File: src/rtl/half_adder_pkg.sv
// -----------------------------------------------------------------------------
// half_adder_pkg
//   Shared definitions for the lane-parallel half adder.
//   - MAX_WIDTH     : largest supported lane count.
//   - lane_result_t : packed per-lane result {c, sum}. The top level collects
//                     the output of each combinational cell into it, and the
//                     lane checker in the top level reads it back.
// -----------------------------------------------------------------------------
package half_adder_pkg;

    localparam int MAX_WIDTH = 64;

    // One lane's result. The arithmetic value of the lane is 2*c + sum.
    typedef struct packed {
        logic c;
        logic sum;
    } lane_result_t;

endpackage : half_adder_pkg

File: src/rtl/half_adder_bit.sv
// -----------------------------------------------------------------------------
// half_adder_bit
//   Purely combinational 1-bit half-adder cell. There is no state and no
//   clock.
//
// Ports:
//   a   : in  1  addend A
//   b   : in  1  addend B
//   c   : out 1  carry-out, a AND b
//   sum : out 1  sum bit,   a XOR b
// -----------------------------------------------------------------------------
module half_adder_bit (
    input  logic a,
    input  logic b,
    output logic c,
    output logic sum
);

    assign c   = a & b;
    assign sum = a ^ b;

endmodule : half_adder_bit

File: src/rtl/half_adder.sv
// -----------------------------------------------------------------------------
// half_adder
//   Registered, lane-parallel half adder. Each of WIDTH lanes is independent:
//   no carry moves between lanes. The results are registered with one cycle
//   of latency and carry a valid qualifier. WIDTH=1 is the classic half adder.
//
// Parameters:
//   WIDTH     : number of 1-bit lanes (1..MAX_WIDTH)
//
// Ports:
//   clk       : in  1      rising-edge clock
//   rst_n     : in  1      synchronous active-low reset. It has priority over
//                          in_valid.
//   in_valid  : in  1      qualifies a/b this cycle
//   a         : in  WIDTH  addend A, lane i = bit i
//   b         : in  WIDTH  addend B, lane i = bit i
//   c         : out WIDTH  registered carry per lane
//   sum       : out WIDTH  registered sum per lane
//   out_valid : out 1      c/sum hold a result from a qualified input
//
// Handshake: valid-only, with no backpressure. When in_valid is high at a
//   rising edge, a/b are consumed on that edge. On the same edge c/sum load
//   the lane results and out_valid goes high for the following cycle. When
//   in_valid is low at an edge, a/b are ignored, c/sum keep their previous
//   values and out_valid goes low. A new input can be accepted every cycle.
//   All outputs come straight from flops.
// -----------------------------------------------------------------------------
module half_adder
    import half_adder_pkg::*;
#(
    parameter int WIDTH = 1
) (
    input  logic             clk,
    input  logic             rst_n,
    input  logic             in_valid,
    input  logic [WIDTH-1:0] a,
    input  logic [WIDTH-1:0] b,
    output logic [WIDTH-1:0] c,
    output logic [WIDTH-1:0] sum,
    output logic             out_valid
);

    // Combinational result of every lane before the output registers.
    lane_result_t [WIDTH-1:0] lane_next;

    // Registered result of every lane. The checker below reads this.
    lane_result_t [WIDTH-1:0] lane_q;

    for (genvar i = 0; i < WIDTH; i++) begin : g_lane
        half_adder_bit u_bit (
            .a   (a[i]),
            .b   (b[i]),
            .c   (lane_next[i].c),
            .sum (lane_next[i].sum)
        );
    end : g_lane

    // Output registers. The data flops load only on a qualified input, so
    // a/b never reach the outputs while in_valid is low, even if a/b are
    // unknown. out_valid follows in_valid every cycle.
    always_ff @(posedge clk) begin
        if (!rst_n) begin
            c         <= '0;
            sum       <= '0;
            out_valid <= 1'b0;
        end else begin
            out_valid <= in_valid;
            if (in_valid) begin
                for (int i = 0; i < WIDTH; i++) begin
                    c[i]   <= lane_next[i].c;
                    sum[i] <= lane_next[i].sum;
                end
            end
        end
    end

    always_comb begin
        lane_q = '0;
        for (int i = 0; i < WIDTH; i++) begin
            lane_q[i].c   = c[i];
            lane_q[i].sum = sum[i];
        end
    end

    // Lane invariant: a half adder can never produce both a carry and a sum.
    for (genvar i = 0; i < WIDTH; i++) begin : g_chk
        a_lane_exclusive : assert property (
            @(posedge clk) !(lane_q[i].c && lane_q[i].sum)
        );
    end : g_chk

endmodule : half_adder

File: config.mk
export PLATFORM = sky130hd
export DESIGN_NAME = half_adder
export DESIGN_NICKNAME = d
export VERILOG_FILES = /design/src/rtl/half_adder_pkg.sv /design/src/rtl/half_adder_bit.sv /design/src/rtl/half_adder.sv
export SDC_FILE = /design/constraint.sdc
export NUM_CORES = 1
export LEC_CHECK = 0
export CAP_MARGIN = 5
export CORE_AREA = 2 2 39 41
export DETAILED_ROUTE_END_ITERATION = 12
export DIE_AREA = 0 0 41 43
export GPL_TIMING_DRIVEN = 0
export PLACE_DENSITY = 0.34
export SYNTH_ARGS = -nofsm -noshare
export SYNTH_HDL_FRONTEND = slang
export SYNTH_HIERARCHICAL = 1
export SYNTH_SLANG_ARGS = --single-unit
File: constraint.sdc
create_clock -name clk -period 2.1 [get_ports clk]
set_clock_uncertainty 0.2 [all_clocks]
set_input_delay 0.42 -clock clk [delete_from_list [all_inputs] [get_ports clk]]
set_output_delay 0.42 -clock clk [all_outputs]
set_load 0.02 [all_outputs]
==> out/results.txt, run 1 <==
run status = finished, final reports clean
yosys warns = 6
Max Cap Viol = 0
drt pass-1 iters = 2
Synth Instances = 9
endpoints failing setup = 0
Slew HR = 0.856
critical path launch point type = register
CP arrival = 1.16 ns
vias = 97
power per cell area = 812 nW/um^2
post-synth cell types = 5
Clock Latency Late Sink = 0.23 ns
WP data required = 1.48 ns
CTS tree = yes
Final Cell Area = 229 sq um
Buf+Inv Stages, Crit Path = 1
Remaining DRCs = 0
Seq/Total Area, Yosys = 0.533
CTS-repair resized insts = 0
CP delay by family, top = buffers and inverters
leakage power total = 0.0920 nW
cts hold-fix bufs = 0
setup bufs post-CTS = 0
first-pass GRT wire length = 345 um
Fillers = 155
slowest CP cell = clkdlybuf4s50_1
Syn-to-layout area delta = 103%
largest family of logic cells by synthesized area = multiplexers
die height = 43 um
Pins Over Slew Limit = 0
mapped cell area = 113 sq um
worst slew pin tran = 0.215 ns
fin nets = 27
crit path kind = register to output pin
ant diodes = 0
commonest non-fill, non-tap cell in the layout = clkdlybuf4s50_1
Die Wd = 41 um
clk buf depth = 2
Max Fanout on Critical Path = 2
VDD IR max = 0.000148 V
Post-Synth Simple-Gate Area = 0.178
vias in the first global route = 91
Tcrit/Tclk final = 0.846
CTS buffer count = 3
Die ar. = 1760 sq um
final hold vios = 0
root buffer cell = clkbuf_4
routability cong. = 0.507
Syn Nets = 15
CTS HTree Levels = 1
Congestion Overflow GR = 0
RSZ-0062 raised after global routing = no
largest net degree at the start of global routing = 4
crit end category = output pin
final WL = 236 um
port bufs = 7
WL/cell = 6.56 um
multiplexer area fraction after synthesis = 0.178
top achievable clock speed = 0.563 GHz
clock slew at reported path FFs = 0.04 ns
Row Count = 14
Adder-Cell Fraction of Synth Area = 0.111
crit path time final = 1.78 ns
critical path cell sequence = clkdlybuf4s50_1
ANT nets after route = 0
initial core utilization = 0.0814
1st-iter DRT viols = 1
GRT Overall Usage = 0.0391
post-synthesis xor/xnor area fraction = 0
vias per cell = 2.69
Setup TNS Final = 0 ns
Mean Syn Cell Area = 12.5 sq um
most frequent cells in the layout = 7 x clkdlybuf4s50_1, 3 x dfxtp_1, 3 x clkbuf_4, 2 x mux2i_1, 2 x nor2b_1
initial antenna violation count = 0
layout cells sized above 1 = 0.200
TritonCTS Sinks = 3
Core ar. = 1380 sq um
I/O pin count = 8
Compound-Gate Fraction of Synth Area = 0
DP Area = 203 sq um
HP Class = register to register
slowest stage delay, CP = 0.61 ns
number of synthesized register bits = 3
r2r setup slk = 1.31 ns
[cells in the mapped netlist, drive strengths merged]
cell | number | area, sq um
and2 | 1 | 7.51
dfxtp | 3 | 60.1
ha | 1 | 12.5
mux2i | 2 | 20.0
nor2b | 2 | 12.5
[cell families (layout without fill, tap and decap cells)]
group         after synthesis  in the layout
buf+inv                     0             11
simple gates                3              3
flops                       3              3
mux                         2              2
fa+ha+maj                   1              1
[routing by layer]
metal	vias up	track usage	share of wire
li1	52	-	-
met2	8	0.0250	0.22
met3	0	0.0471	0.24
met1	37	0.0417	0.53
met4	0	0.0600	0
met5	-	0	0
[path summary, 6_finish.rpt]
check / startpoint / endpoint / depth (start not counted)
hold reg to reg: c$_SDFFE_PN0P_ / c$_SDFFE_PN0P_ / 2
setup / recovery: sum$_SDFFE_PN0P_ / sum / 1
setup reg to reg: sum$_SDFFE_PN0P_ / sum$_SDFFE_PN0P_ / 2
hold / removal: c$_SDFFE_PN0P_ / c$_SDFFE_PN0P_ / 2
[where the power goes]
| part | total (mW) | internal [mW] | switching, mW |
|---|---|---|---|
| clock network | 0.0985 | 0.0711 | 0.0275 |
| registers | 0.0620 | 0.0606 | 0.00136 |
| logic | 0.0255 | 0.0160 | 0.00947 |
| total | 0.186 | 0.148 | 0.0383 |
[registers in the layout, summed over array words and instances (netlist names)]
signal / cells
out_valid: 1
c: 1
sum: 1
[final cells by class]
class | instances | area [sq um] | area share
tap | 16 | 20.0 | 0.0874
sequential | 3 | 60.1 | 0.262
multi-input combinational | 6 | 52.6 | 0.230
clock buffer | 4 | 26.3 | 0.115
timing repair buffer | 7 | 70.1 | 0.306
[per-stage QoR]
stage | hold slack [ns] | total power [mW] | cells | utilization | worst slack (ns)
2_1_floorplan | 0.348 | 0.0727 | 9 | - | 0.932
3_3_place_gp | 0.302 | 0.0885 | 32 | 0.146 | 0.465
3_5_place_dp | 0.310 | 0.0884 | 32 | 0.146 | 0.478
4_1_cts | 0.318 | 0.193 | 36 | 0.165 | 0.308
5_1_grt | 0.341 | 0.202 | 36 | 0.165 | 0.273
6_report | 0.319 | 0.186 | 36 | 0.165 | 0.322
(Power assumes the default switching activity.)
==> inputs of run 2 (changes only) <==
Settings changed: PLACE_DENSITY 0.34 to 0.35.
Clock period 2.1 ns to 1.53 ns, I/O delays scaled along.
==> out/results.txt, run 2 (synthesized netlist as in run 1, its figures left out) <==
run status = finished, final reports clean
ant diodes = 0 (unchanged)
largest net degree at the start of global routing = 4 (unchanged)
Clock Latency Late Sink = 0.23 ns (about the same)
slowest CP cell = dlygate4sd2_1
I/O pin count = 8 (unchanged)
crit path time final = 1.40 ns
RSZ-0062 raised after global routing = no
VDD IR max = 0.000216 V (+46%)
die height = 43 um (unchanged)
Die ar. = 1760 sq um (unchanged)
commonest non-fill, non-tap cell in the layout = clkdlybuf4s50_1
Setup TNS Final = 0 ns (unchanged)
vias per cell = 2.86 (+6.2%)
crit end category = output pin
Buf+Inv Stages, Crit Path = 1 (unchanged)
worst slew pin tran = 0.219 ns (+0.00408 ns)
1st-iter DRT viols = 2 (+1)
final hold vios = 0 (unchanged)
slowest stage delay, CP = 0.34 ns (-0.27 ns)
power per cell area = 1130 nW/um^2 (+40%)
Max Cap Viol = 0 (unchanged)
Routed met2 length = 82 um (+55%)
GRT Overall Usage = 0.0472 (+0.00807)
Core ar. = 1380 sq um (unchanged)
Worst Setup EP = sum
Row Count = 14 (unchanged)
initial antenna violation count = 0 (unchanged)
CP delay by family, top = buffers and inverters
vias in the first global route = 120 (+32%)
port bufs = 7 (unchanged)
max layer used = met4
Tcrit/Tclk final = 0.914
worst r2r path cells = 2 (unchanged)
Die Wd = 41 um (unchanged)
root buffer cell = clkbuf_4
Max Fanout on Critical Path = 2 (unchanged)
r2r setup slk = 0.73 ns (-0.58 ns)
first-pass GRT wire length = 455 um (+32%)
Metal-1 WL = 108 um (-14%)
CTS HTree Levels = 1 (unchanged)
Pins Over Slew Limit = 0 (unchanged)
placed instance count = 32 (unchanged)
HP Class = register to register
layout cells sized above 1 = 0.200 (unchanged)
critical path depth in cells = 1 (unchanged)
FF-to-FF Start = c$_SDFFE_PN0P_
Hold WS = 0.323 ns (+0.00335 ns)
Remaining DRCs = 0 (unchanged)
drt pass-1 iters = 4 (+2)
CP arrival = 0.89 ns (-0.27 ns)
initial core utilization = 0.0814 (unchanged)
fin nets = 27 (unchanged)
crit path kind = register to output pin
launch point of the critical path = sum$_SDFFE_PN0P_
DP Area = 203 sq um (unchanged)
routability cong. = 0.532 (+5.1%)
critical path launch point type = register
TritonCTS Sinks = 3 (unchanged)
DR WL met3 = 71 um (+27%)
worst reg2reg path endpoint = c$_SDFFE_PN0P_
endpoints failing setup = 0 (unchanged)
CTS tree = yes
Layout Cells excl Fill = 36 (unchanged)
CTS buffer count = 3 (unchanged)
Final Cell Area = 225 sq um (-1.6%)
final WL = 268 um (+14%)
most frequent cells in the layout = 4 x clkdlybuf4s50_1, 3 x dfxtp_1, 3 x clkbuf_4, 3 x dlygate4sd2_1
Congestion Overflow GR = 0 (unchanged)
WP data required = 1.02 ns (-0.46 ns)
top achievable clock speed = 0.715 GHz
largest registers = c: 1 flops, out_valid: 1 flops, sum: 1 flops
clk buf depth = 2 (unchanged)
clock slew at reported path FFs = 0.04 ns (about the same)
Slew HR = 0.855 (-0.00169)
Syn-to-layout area delta = 100%
WL/cell = 7.44 um (+14%)
ANT nets after route = 0 (unchanged)
vias = 103 (+6.2%)
leakage power total = 0.103 nW (+12%)
critical path cell sequence = dlygate4sd2_1
==> run 2: cell count changes in the layout (fill, tap and decap cells not counted), sizes merged <==
cell / previous run / this run
dlygate4sd2: 0 / 3
clkdlybuf4s50: 7 / 4
==> run 2: layout make-up <==
class | count | area [sq um]
clock buffers | 4 | 26.3
fillers | 158 | 1160
flip-flops and latches | 3 | 60.1
repair buffers | 7 | 66.3
well taps | 16 | 20.0
multi-input cells | 6 | 52.6
==> run 2: per-stage QoR <==
step | util | worst slack (ns) | power [mW]
floorplan | - | 0.476 | 0.0998
CTS | 0.163 | 0.120 | 0.263
global route | 0.163 | 0.0974 | 0.270
global placement | 0.146 | 0.0111 | 0.121
detailed placement | 0.146 | 0.0149 | 0.122
finish | 0.163 | 0.132 | 0.255
==> run 2: worst min-delay path by stage <==
| stage | start | to | cells after the start | slack [ns] |
|---|---|---|---|---|
| final | sum$_SDFFE_PN0P_ | sum$_SDFFE_PN0P_ | 2 | 0.32 |
| after global routing | sum$_SDFFE_PN0P_ | sum$_SDFFE_PN0P_ | 2 | 0.39 |
| after CTS | sum$_SDFFE_PN0P_ | sum$_SDFFE_PN0P_ | 2 | 0.33 |
| after detailed placement | sum$_SDFFE_PN0P_ | sum$_SDFFE_PN0P_ | 2 | 0.32 |
| after global placement | c$_SDFFE_PN0P_ | c$_SDFFE_PN0P_ | 2 | 0.30 |
| after floorplan | rst_n | c$_SDFFE_PN0P_ | 1 | 0.23 |
==> run 2: repair_timing <==
| item | CTS | global route |
|---|---|---|
| setup endpoints to repair | 3 | 0 |
| hold buffers | 0 | 0 |
| gates resized for setup | 3 | 0 |
| buffers inserted | 0 | 0 |
==> run 2: metal layers <==
metal | GRT usage | vias up
met5 | 0 | -
met2 | 0.0375 | 8
met1 | 0.0482 | 42
met4 | 0.0800 | 0
met3 | 0.0419 | 2
li1 | - | 51
==> run 2: report_power, final <==
group / total (mW) / internal (mW) / leakage [nW] / switching, mW
Combinational: 0.0320 / 0.0189 / 0.0634 / 0.0132
Clock: 0.138 / 0.0977 / 0.0150 / 0.0407
Sequential: 0.0849 / 0.0832 / 0.0248 / 0.00174
==> inputs of run 3 (changes only) <==
Settings changed: CORE_AREA 2 2 39 41 to 5 5 42 44, DIE_AREA 0 0 41 43 to 0 0 47 49.
Clock period 1.53 ns to 1.25 ns, I/O delays scaled along.
==> out/results.txt, run 3 (synthesized netlist as in run 1, its figures left out) <==
run status = finished, final reports clean
placed instance count = 32 (unchanged)
crit end category = register
clock slew at reported path FFs = 0.04 ns (about the same)
port bufs = 7 (unchanged)
vias = 106 (+2.9%)
TritonCTS Sinks = 3 (unchanged)
Hold WS = 0.319 ns (-0.00417 ns)
power per cell area = 1460 nW/um^2 (+29%)
GR Util met1 = 0.0418 (-0.00647)
I/O pin count = 8 (unchanged)
clk buf depth = 2 (unchanged)
1st-iter DRT viols = 1 (-1)
die height = 49 um (+14%)
pre-CTS WS = -0.199 ns (-0.214 ns)
setup ws final = 0.0449 ns (-0.0867 ns)
Congestion Overflow GR = 0 (unchanged)
initial antenna violation count = 0 (unchanged)
Pins Over Slew Limit = 0 (unchanged)
WP data required = 1.17 ns (+0.15 ns)
root buffer cell = clkbuf_4
Layout Utilization = 0.153 (-0.0101)
r2r setup slk = 0.45 ns (-0.28 ns)
largest registers = c: 1 flops, out_valid: 1 flops, sum: 1 flops
Die ar. = 2300 sq um (+31%)
Tcrit/Tclk final = 0.964
Clock Latency Late Sink = 0.23 ns (about the same)
first-pass GRT wire length = 462 um (+1.5%)
Max Cap Viol = 0 (unchanged)
CTS buffer count = 3 (unchanged)
critical path cell sequence = clkdlybuf4s50_1 > ha_1 > mux2i_1 > nor2b_1
setup bufs post-CTS = 0 (unchanged)
busiest layer in global routing = met4
commonest non-fill, non-tap cell in the layout = clkdlybuf4s50_1
Slew HR = 0.919 (+0.0645)
largest net degree at the start of global routing = 4 (unchanged)
Max Fanout on Critical Path = 1 (-1)
RSZ-0062 raised after global routing = no
Core ar. = 1400 sq um (+1.3%)
CTS HTree Levels = 1 (unchanged)
VDD IR max = 0.000213 V (-1.3%)
final hold vios = 0 (unchanged)
GRT Overall Usage = 0.0359 (-0.0113)
HP Class = register to register
fin nets = 27 (unchanged)
initial core utilization = 0.0804 (-0.00102)
Setup TNS Final = 0 ns (unchanged)
Layout Cells excl Fill = 36 (unchanged)
ANT nets after route = 0 (unchanged)
met3 usage = 0.0480 (+0.00609)
Remaining DRCs = 0 (unchanged)
CP arrival = 1.13 ns (+0.24 ns)
routability cong. = 0.705 (+32%)
top achievable clock speed = 0.830 GHz
vias per cell = 2.94 (+2.9%)
critical path launch point type = input pin
vias in the first global route = 103 (-14%)
Die Wd = 47 um (+15%)
Power Total = 312 uW (+22%)
Syn-to-layout area delta = 90.0%
Row Count = 14 (unchanged)
Final Cell Area = 214 sq um (-5.0%)
drt pass-1 iters = 2 (-2)
layout cells sized above 1 = 0.350 (+0.150)
crit path time final = 1.21 ns
WL/cell = 7.94 um (+6.7%)
slowest stage delay, CP = 0.41 ns (+0.07 ns)
ant diodes = 0 (unchanged)
CTS tree = yes
slowest CP cell = clkdlybuf4s50_1
leakage power total = 0.0965 nW (-6.4%)
DP Area = 203 sq um (unchanged)
endpoints failing setup = 0 (unchanged)
final WL = 286 um (+6.7%)
crit path kind = input pin to register
worst slew pin tran = 0.118 ns (-0.101 ns)
most frequent cells in the layout = 4 x clkdlybuf4s50_1, 3 x dfxtp_1, 3 x clkbuf_4, 3 x buf_2
M2 GR Usage = 0.0158 (-0.0217)
## run 3: cell types whose count changed in the layout (fill, tap and decap cells not counted)
cell           delta
dlygate4sd2_1     -3
buf_2             +3
## run 3: path summary, 6_finish.rpt
check	end	start	depth (start not counted)
worst max register to register	sum$_SDFFE_PN0P_	sum$_SDFFE_PN0P_	2
worst max-delay path	sum$_SDFFE_PN0P_	a	4
worst min-delay path	c$_SDFFE_PN0P_	c$_SDFFE_PN0P_	2
worst min register to register	c$_SDFFE_PN0P_	c$_SDFFE_PN0P_	2
## run 3: cell type report
| type | count | area, sq um |
|---|---|---|
| timing repair buffer | 7 | 55.1 |
| tap | 16 | 20.0 |
| multi-input combinational | 6 | 52.6 |
| fill | 169 | 1190 |
| sequential | 3 | 60.1 |
| clock buffer | 4 | 26.3 |
## run 3: critical path: cells and delay by family
family / cells / cell delay (ns)
adder cells (fa/ha/maj): 1 / 0.29
buffers and inverters: 1 / 0.41
multiplexers: 1 / 0.13
AND/OR/NAND/NOR: 1 / 0.06
## run 3: what timing repair did
action                     CTS  global route
hold buffers                 0             0
resized for setup           12             0
setup endpoints to repair    3             0
## run 3: where the power goes
| group | switching, mW | internal [mW] | total, mW | leakage [nW] |
|---|---|---|---|---|
| registers | 0.00244 | 0.102 | 0.104 | 0.0248 |
| logic | 0.0159 | 0.0217 | 0.0376 | 0.0567 |
| clock network | 0.0505 | 0.120 | 0.170 | 0.0150 |
| total | 0.0689 | 0.243 | 0.312 | 0.0965 |
## run 3: per-layer routing
metal  part of all wire  vias up
met1               0.48       41
met5                  0        -
met3               0.26        2
met4              0.028        0
met2               0.23       10
li1                   -       53
